--- config.mk ---
export PLATFORM = sky130hd
export DESIGN_NAME = multicycle_controller
export DESIGN_NICKNAME = d
export VERILOG_FILES = /design/src/rtl/mc_pkg.sv /design/src/rtl/mc_output_decode.sv /design/src/rtl/multicycle_controller.sv
export SDC_FILE = /design/constraint.sdc
export NUM_CORES = 1
export LEC_CHECK = 0
export ABC_CLOCK_PERIOD_IN_PS = 2900
export BUFFER_PORTS_ARGS = -buffer_cell sky130_fd_sc_hd__buf_2
export CAP_MARGIN = 20
export CORE_AREA = 4 4 43 45
export CTS_CLUSTER_SIZE = 10
export DETAILED_ROUTE_END_ITERATION = 12
export DIE_AREA = 0 0 47 49
export GPL_ROUTABILITY_DRIVEN = 0
export PLACE_DENSITY = 0.81
export SLEW_MARGIN = 5
export SYNTH_ARGS = -nofsm -noshare
export SYNTH_HDL_FRONTEND = slang
export SYNTH_SLANG_ARGS = --single-unit
--- constraint.sdc ---
create_clock -name Clk -period 2.9 [get_ports Clk]
set_clock_uncertainty 0.05 [all_clocks]
set_input_delay 0.145 -clock Clk [delete_from_list [all_inputs] [get_ports Clk]]
set_output_delay 0.145 -clock Clk [all_outputs]
set_load 0.05 [all_outputs]
--- src/rtl/mc_pkg.sv ---
// mc_pkg: shared types and encodings for the multicycle MIPS control FSM.
//   state_t     - controller states (ADDI states exist only with MC_ADDI_EN)
//   OP_*        - primary opcodes recognised in DECODE
//   ALUOP_*, SRCB_*, PCSRC_* - datapath select encodings
//   ctrl_word_t - per-state control bundle produced by mc_output_decode
// Optional feature macro: MC_ADDI_EN (adds the addi instruction path).
package mc_pkg;

  typedef enum logic [3:0] {
    S_FETCH   = 4'd0,
    S_DECODE  = 4'd1,
    S_MEMADR  = 4'd2,
    S_MEMRD   = 4'd3,
    S_MEMWB   = 4'd4,
    S_MEMWR   = 4'd5,
    S_EXECUTE = 4'd6,
    S_ALUWB   = 4'd7,
    S_BRANCH  = 4'd8,
    S_JUMP    = 4'd9
`ifdef MC_ADDI_EN
    ,
    S_ADDIEX  = 4'd10,
    S_ADDIWB  = 4'd11
`endif
  } state_t;

  localparam logic [5:0] OP_RTYPE = 6'b000000;
  localparam logic [5:0] OP_LW    = 6'b100011;
  localparam logic [5:0] OP_SW    = 6'b101011;
  localparam logic [5:0] OP_BEQ   = 6'b000100;
  localparam logic [5:0] OP_J     = 6'b000010;
  localparam logic [5:0] OP_ADDI  = 6'b001000;

  localparam logic [1:0] ALUOP_ADD   = 2'b00;
  localparam logic [1:0] ALUOP_SUB   = 2'b01;
  localparam logic [1:0] ALUOP_FUNCT = 2'b10;

  localparam logic [1:0] SRCB_B       = 2'b00;
  localparam logic [1:0] SRCB_FOUR    = 2'b01;
  localparam logic [1:0] SRCB_IMM     = 2'b10;
  localparam logic [1:0] SRCB_IMM_SH2 = 2'b11;

  localparam logic [1:0] PCSRC_ALU     = 2'b00;
  localparam logic [1:0] PCSRC_ALUOUT  = 2'b01;
  localparam logic [1:0] PCSRC_JUMP    = 2'b10;

  typedef struct packed {
    logic       iord;
    logic       memwrite;
    logic       irwrite;
    logic       regdst;
    logic       memtoreg;
    logic       regwrite;
    logic       alusrca;
    logic [1:0] alusrcb;
    logic [1:0] aluop;
    logic [1:0] pcsrc;
    logic       pcwrite;
    logic       branch;
  } ctrl_word_t;

endpackage

--- src/rtl/mc_output_decode.sv ---
// mc_output_decode: combinational state -> control word for the multicycle FSM.
//   state     in  current controller state
//   mem_ready in  memory handshake (FETCH loads IR/PC only when memory answers)
//   ctrl      out control bundle; any field not set for a state is 0
// Optional feature macro: MC_ADDI_EN (decodes ADDIEX/ADDIWB).
module mc_output_decode
  import mc_pkg::*;
(
  input  state_t     state,
  input  logic       mem_ready,
  output ctrl_word_t ctrl
);

  always_comb begin
    ctrl = '0;
    case (state)
      S_FETCH: begin
        ctrl.alusrcb = SRCB_FOUR;
        ctrl.irwrite = mem_ready;
        ctrl.pcwrite = mem_ready;
      end
      S_DECODE: begin
        ctrl.alusrcb = SRCB_IMM_SH2;
      end
      S_MEMADR: begin
        ctrl.alusrca = 1'b1;
        ctrl.alusrcb = SRCB_IMM;
      end
      S_MEMRD: begin
        ctrl.iord = 1'b1;
      end
      S_MEMWB: begin
        ctrl.memtoreg = 1'b1;
        ctrl.regwrite = 1'b1;
      end
      S_MEMWR: begin
        ctrl.iord     = 1'b1;
        ctrl.memwrite = 1'b1;
      end
      S_EXECUTE: begin
        ctrl.alusrca = 1'b1;
        ctrl.aluop   = ALUOP_FUNCT;
      end
      S_ALUWB: begin
        ctrl.regdst   = 1'b1;
        ctrl.regwrite = 1'b1;
      end
      S_BRANCH: begin
        ctrl.alusrca = 1'b1;
        ctrl.aluop   = ALUOP_SUB;
        ctrl.pcsrc   = PCSRC_ALUOUT;
        ctrl.branch  = 1'b1;
      end
      S_JUMP: begin
        ctrl.pcsrc   = PCSRC_JUMP;
        ctrl.pcwrite = 1'b1;
      end
`ifdef MC_ADDI_EN
      S_ADDIEX: begin
        ctrl.alusrca = 1'b1;
        ctrl.alusrcb = SRCB_IMM;
      end
      S_ADDIWB: begin
        ctrl.regwrite = 1'b1;
      end
`endif
      default: ctrl = '0;
    endcase
  end

endmodule

--- src/rtl/multicycle_controller.sv ---
// multicycle_controller: main control FSM of the multicycle MIPS datapath.
// Holds the state register, next-state logic, memory-wait counter and the
// PCEn / IllegalOp / MemTimeout logic; per-state controls come from mc_output_decode.
// Ports:
//   Clk, Reset_n (async, active-low)     - clock / reset
//   Op, Zero, MemReady                   - opcode, ALU zero flag, memory handshake
//   IorD, MemWrite, IRWrite, RegDst, MemtoReg, RegWrite, ALUSrcA,
//   ALUSrcB, ALUOp, PCSrc, PCEn          - datapath controls
//   IllegalOp, MemTimeout                - one-cycle event pulses
//   State                                - current state (debug)
// Parameters: OP_W, STATE_W, WAIT_MAX (0 = never time out).
// Optional feature macro: MC_ADDI_EN (addi via ADDIEX/ADDIWB; otherwise 001000 is illegal).
module multicycle_controller
  import mc_pkg::*;
#(
  parameter int OP_W     = 6,
  parameter int STATE_W  = 4,
  parameter int WAIT_MAX = 16
) (
  input  logic               Clk,
  input  logic               Reset_n,
  input  logic [OP_W-1:0]    Op,
  input  logic               Zero,
  input  logic               MemReady,
  output logic               IorD,
  output logic               MemWrite,
  output logic               IRWrite,
  output logic               RegDst,
  output logic               MemtoReg,
  output logic               RegWrite,
  output logic               ALUSrcA,
  output logic [1:0]         ALUSrcB,
  output logic [1:0]         ALUOp,
  output logic [1:0]         PCSrc,
  output logic               PCEn,
  output logic               IllegalOp,
  output logic               MemTimeout,
  output logic [STATE_W-1:0] State
);

  localparam int CNT_W = (WAIT_MAX > 1) ? $clog2(WAIT_MAX) : 1;
  localparam logic [CNT_W-1:0] CNT_LAST = CNT_W'(WAIT_MAX - 1);

  state_t           state_reg, state_next;
  logic [CNT_W-1:0] wait_cnt_reg, wait_cnt_next;
  logic             waiting, timeout, illegal;
  logic [5:0]       op;
  ctrl_word_t       ctrl;

  assign op = 6'(Op);

  always_comb begin
    waiting    = (state_reg == S_FETCH) || (state_reg == S_MEMRD) || (state_reg == S_MEMWR);
    // A ready memory always wins over an expiring wait.
    timeout    = (WAIT_MAX != 0) && waiting && !MemReady && (wait_cnt_reg == CNT_LAST);
    illegal    = 1'b0;
    state_next = state_reg;
    case (state_reg)
      S_FETCH:   if (MemReady) state_next = S_DECODE;
      S_DECODE: begin
        case (op)
          OP_LW, OP_SW: state_next = S_MEMADR;
          OP_RTYPE:     state_next = S_EXECUTE;
          OP_BEQ:       state_next = S_BRANCH;
          OP_J:         state_next = S_JUMP;
`ifdef MC_ADDI_EN
          OP_ADDI:      state_next = S_ADDIEX;
`endif
          default: begin
            illegal    = 1'b1;
            state_next = S_FETCH;
          end
        endcase
      end
      S_MEMADR:  state_next = (op == OP_SW) ? S_MEMWR : S_MEMRD;
      S_MEMRD:   if (MemReady) state_next = S_MEMWB;
      S_MEMWB:   state_next = S_FETCH;
      S_MEMWR:   if (MemReady) state_next = S_FETCH;
      S_EXECUTE: state_next = S_ALUWB;
      S_ALUWB:   state_next = S_FETCH;
      S_BRANCH:  state_next = S_FETCH;
      S_JUMP:    state_next = S_FETCH;
`ifdef MC_ADDI_EN
      S_ADDIEX:  state_next = S_ADDIWB;
      S_ADDIWB:  state_next = S_FETCH;
`endif
      default:   state_next = S_FETCH;
    endcase
    if (timeout) state_next = S_FETCH;

    // Counts only while stalled in a wait state; any exit or timeout restarts it.
    if ((WAIT_MAX != 0) && waiting && !MemReady && !timeout)
      wait_cnt_next = wait_cnt_reg + CNT_W'(1);
    else
      wait_cnt_next = '0;
  end

  always_ff @(posedge Clk or negedge Reset_n) begin
    if (!Reset_n) begin
      state_reg    <= S_FETCH;
      wait_cnt_reg <= '0;
    end else begin
      state_reg    <= state_next;
      wait_cnt_reg <= wait_cnt_next;
    end
  end

  mc_output_decode u_decode (
    .state     (state_reg),
    .mem_ready (MemReady),
    .ctrl      (ctrl)
  );

  // Reset forces FETCH asynchronously, which already gives the reset mux
  // selects; enables and pulses are additionally gated so nothing fires
  // while Reset_n is low.
  assign IorD       = ctrl.iord;
  assign RegDst     = ctrl.regdst;
  assign MemtoReg   = ctrl.memtoreg;
  assign ALUSrcA    = ctrl.alusrca;
  assign ALUSrcB    = ctrl.alusrcb;
  assign ALUOp      = ctrl.aluop;
  assign PCSrc      = ctrl.pcsrc;
  assign MemWrite   = ctrl.memwrite & Reset_n;
  assign IRWrite    = ctrl.irwrite & Reset_n;
  assign RegWrite   = ctrl.regwrite & Reset_n;
  assign PCEn       = (ctrl.pcwrite | (ctrl.branch & Zero)) & Reset_n;
  assign IllegalOp  = illegal & Reset_n;
  assign MemTimeout = timeout & Reset_n;
  assign State      = STATE_W'(state_reg);

endmodule
==> results_dict.tcl <==
set metrics [dict create \
    placementRows 14 \
    slew_headroom 0.652 \
    p_leak_nw 0.438 \
    antenna_found_initial 0 \
    diodes 0 \
    nNetsFinal 130 \
    drt-initial-drc-count 14 \
    clk_pin_slew_ps 50 \
    r2r_end "State[2]" \
    synth_area_per_cell_um2 8.01 \
    total_power_w 0.000781 \
    r2r_cells 4 \
    p_sw_w 0.000448 \
    yosysUniqueCellTypes 39 \
    ys_seq_elements 8 \
    cp-start-kind "flip-flop" \
    ant_nets 0 \
    synth_nets 101 \
    area_growth_pct 24.3 \
    grt_max_degree 19 \
    worstHoldStart "Op[4]" \
    gr-usage-all-layers 0.190 \
    numCtsBuffers 3 \
    min_path_cells 2 \
    hp-class "in2reg" \
    tightest_slew_ps 522 \
    post_cts_buffers 0 \
    hold_buffers 1 \
    pwr-share-comb 0.620 \
    rsz0062_at_grt "no" \
    synth_edf_count 0 \
    cts_buffer_depth 2 \
    seq_area_frac_synth 0.278 \
    grt_first_pass_wirelength_um 3230 \
    post_drt_wl_per_cell_um 13.2 \
    switching_share 0.574 \
    cp-end-kind "output port" \
    async_reset_ff_frac 1.00 \
    post-route-period-util 0.711 \
    wl_um 1750 \
    rr_startpoint "State[0]" \
    cp.required_ps 2710 \
    slew_violations 0 \
    fmax_mhz 485 \
    clock_latency_ps 250 \
    grt_pass1_vias 758 \
    cts-resized-gates 0 \
    fin_setup_tns_ps 0 \
    overflow 0 \
    synthCells 90 \
    die_h_um 49 \
    arrival_ps 1870 \
    dr_total_vias 793 \
    cp_max_fo 16 \
    start_util 0.490 \
    final_cell_mix "29 x buf_2, 12 x nor2_1, 8 x dfrtp_1, 7 x nor3_1, 5 x nand3_1" \
    yosys_warnings 0 \
    via_per_inst 5.96 \
    pwr_density_cell_nw_per_um2 872 \
    drv_cap 0 \
    outcome "finished clean" \
    ys.flop_type "dfrtp_1" \
    root_buffer "clkbuf_4" \
    r2r_setup_slack_ps 1160 \
    hold_viol_final 0 \
    intPower_w 0.000333 \
    h-tree-depth 1 \
    max-vdd-ir-drop_mv 0.538 \
    cts_tree "done" \
    portBuffers 29 \
    post-dp-hpwl_um 1360 \
    critPathKind "reg2out" \
    min_period_ps 2060 \
    drive_gt1_frac 0.333 \
    setup_violations 0 \
    layout_commonest_cell "buf_2" \
    whs_endpoint "State[3]" \
    ios 30 \
    dr.pass1.iters 4 \
    fp.dieArea_um2 2300 \
    seqPwrFrac 0.275 \
    clkPwrFrac 0.105 \
    drcViolationCount 0 \
    fin_util 0.609 \
    synth_area_um2 721 \
    dieWidth_um 47 \
    cts.sinks 8 \
    core_area_um2 1470 \
]
## per-stage QoR
step | area [µm²] | setup WS (ps) | std cells | hold WS, ps
2_1_floorplan | 727 | 412 | 90 | -201
3_3_place_gp | 863 | 1170 | 129 | -24.8
3_5_place_dp | 863 | 1150 | 129 | -25.7
4_1_cts | 896 | 862 | 133 | 28.0
5_1_grt | 896 | 648 | 133 | 28.2
6_report | 896 | 839 | 133 | 32.2
## worst max-delay path, stage by stage, from the launching register on
cell and delay [ps]:
dfrtp_1 590, nor2b_1 480, nor2b_1 120, nor3_1 140, buf_2 290
## area by class of cell
class	instances	area (µm²)
Clock buffer	3	22.5
Fill cell	152	576
Inverter	2	7.51
Multi-Input combinational cell	74	490
Sequential cell	8	200
Tap cell	16	20.0
Timing Repair Buffer	30	155
## logic make-up after synthesis
logic type | share of synthesized area
XOR/XNOR | 0.0486
AND/OR/NAND/NOR | 0.411
buffers and inverters | 0.0503
flip-flops | 0.278
multiplexers | 0.0156
adder cells (fa/ha/maj) | 0.0174
AO/OA/AOI/OAI | 0.179
## worst max-delay path by stage
stage	slack, ps	to	startpoint	cells after the start
4_1_cts	860	ALUSrcB[1]	State[0]	4
3_3_place_gp	1170	MemTimeout	State[2]	5
5_1_grt	650	ALUSrcB[1]	State[0]	4
3_5_place_dp	1150	ALUSrcB[1]	State[0]	4
2_1_floorplan	410	IorD	State[1]	4
6_report	840	ALUSrcB[1]	State[0]	4
## routing by layer
metal  share of wire  GRT usage  wire (µm)  vias to the layer above
met1            0.44      0.243        772                      370
met3           0.063     0.0406        111                        6
met4           0.023      0.115         41                        0
met2            0.47      0.281        827                       25
li1                -          -          -                      392
met5               0          0          0                        -
## power groups by stage
stage,logic (W),registers [W],clock network [W]
after floorplan,0.000390,0.000219,0
after global placement,0.000480,0.000210,0
after detailed placement,0.000484,0.000215,0
after CTS,0.000487,0.000213,0.0000846
after global routing,0.000524,0.000227,0.0000956
final,0.000484,0.000215,0.0000816
## Yosys cell counts (all sizes together) (2+ instances only)
library cell | n | share of area
nor4 | 2 | 0.038
nor3b | 3 | 0.031
nand3 | 5 | 0.035
nor2 | 12 | 0.062
o21ai | 4 | 0.028
and3 | 5 | 0.045
nor3 | 7 | 0.049
buf | 5 | 0.035
nand2b | 4 | 0.035
a31oi | 2 | 0.017
nand2 | 2 | 0.010
nor2b | 4 | 0.035
xnor2 | 3 | 0.036
inv | 2 | 0.010
dfrtp | 8 | 0.28
a21oi | 3 | 0.026
Power figures use the tool's default switching activity.
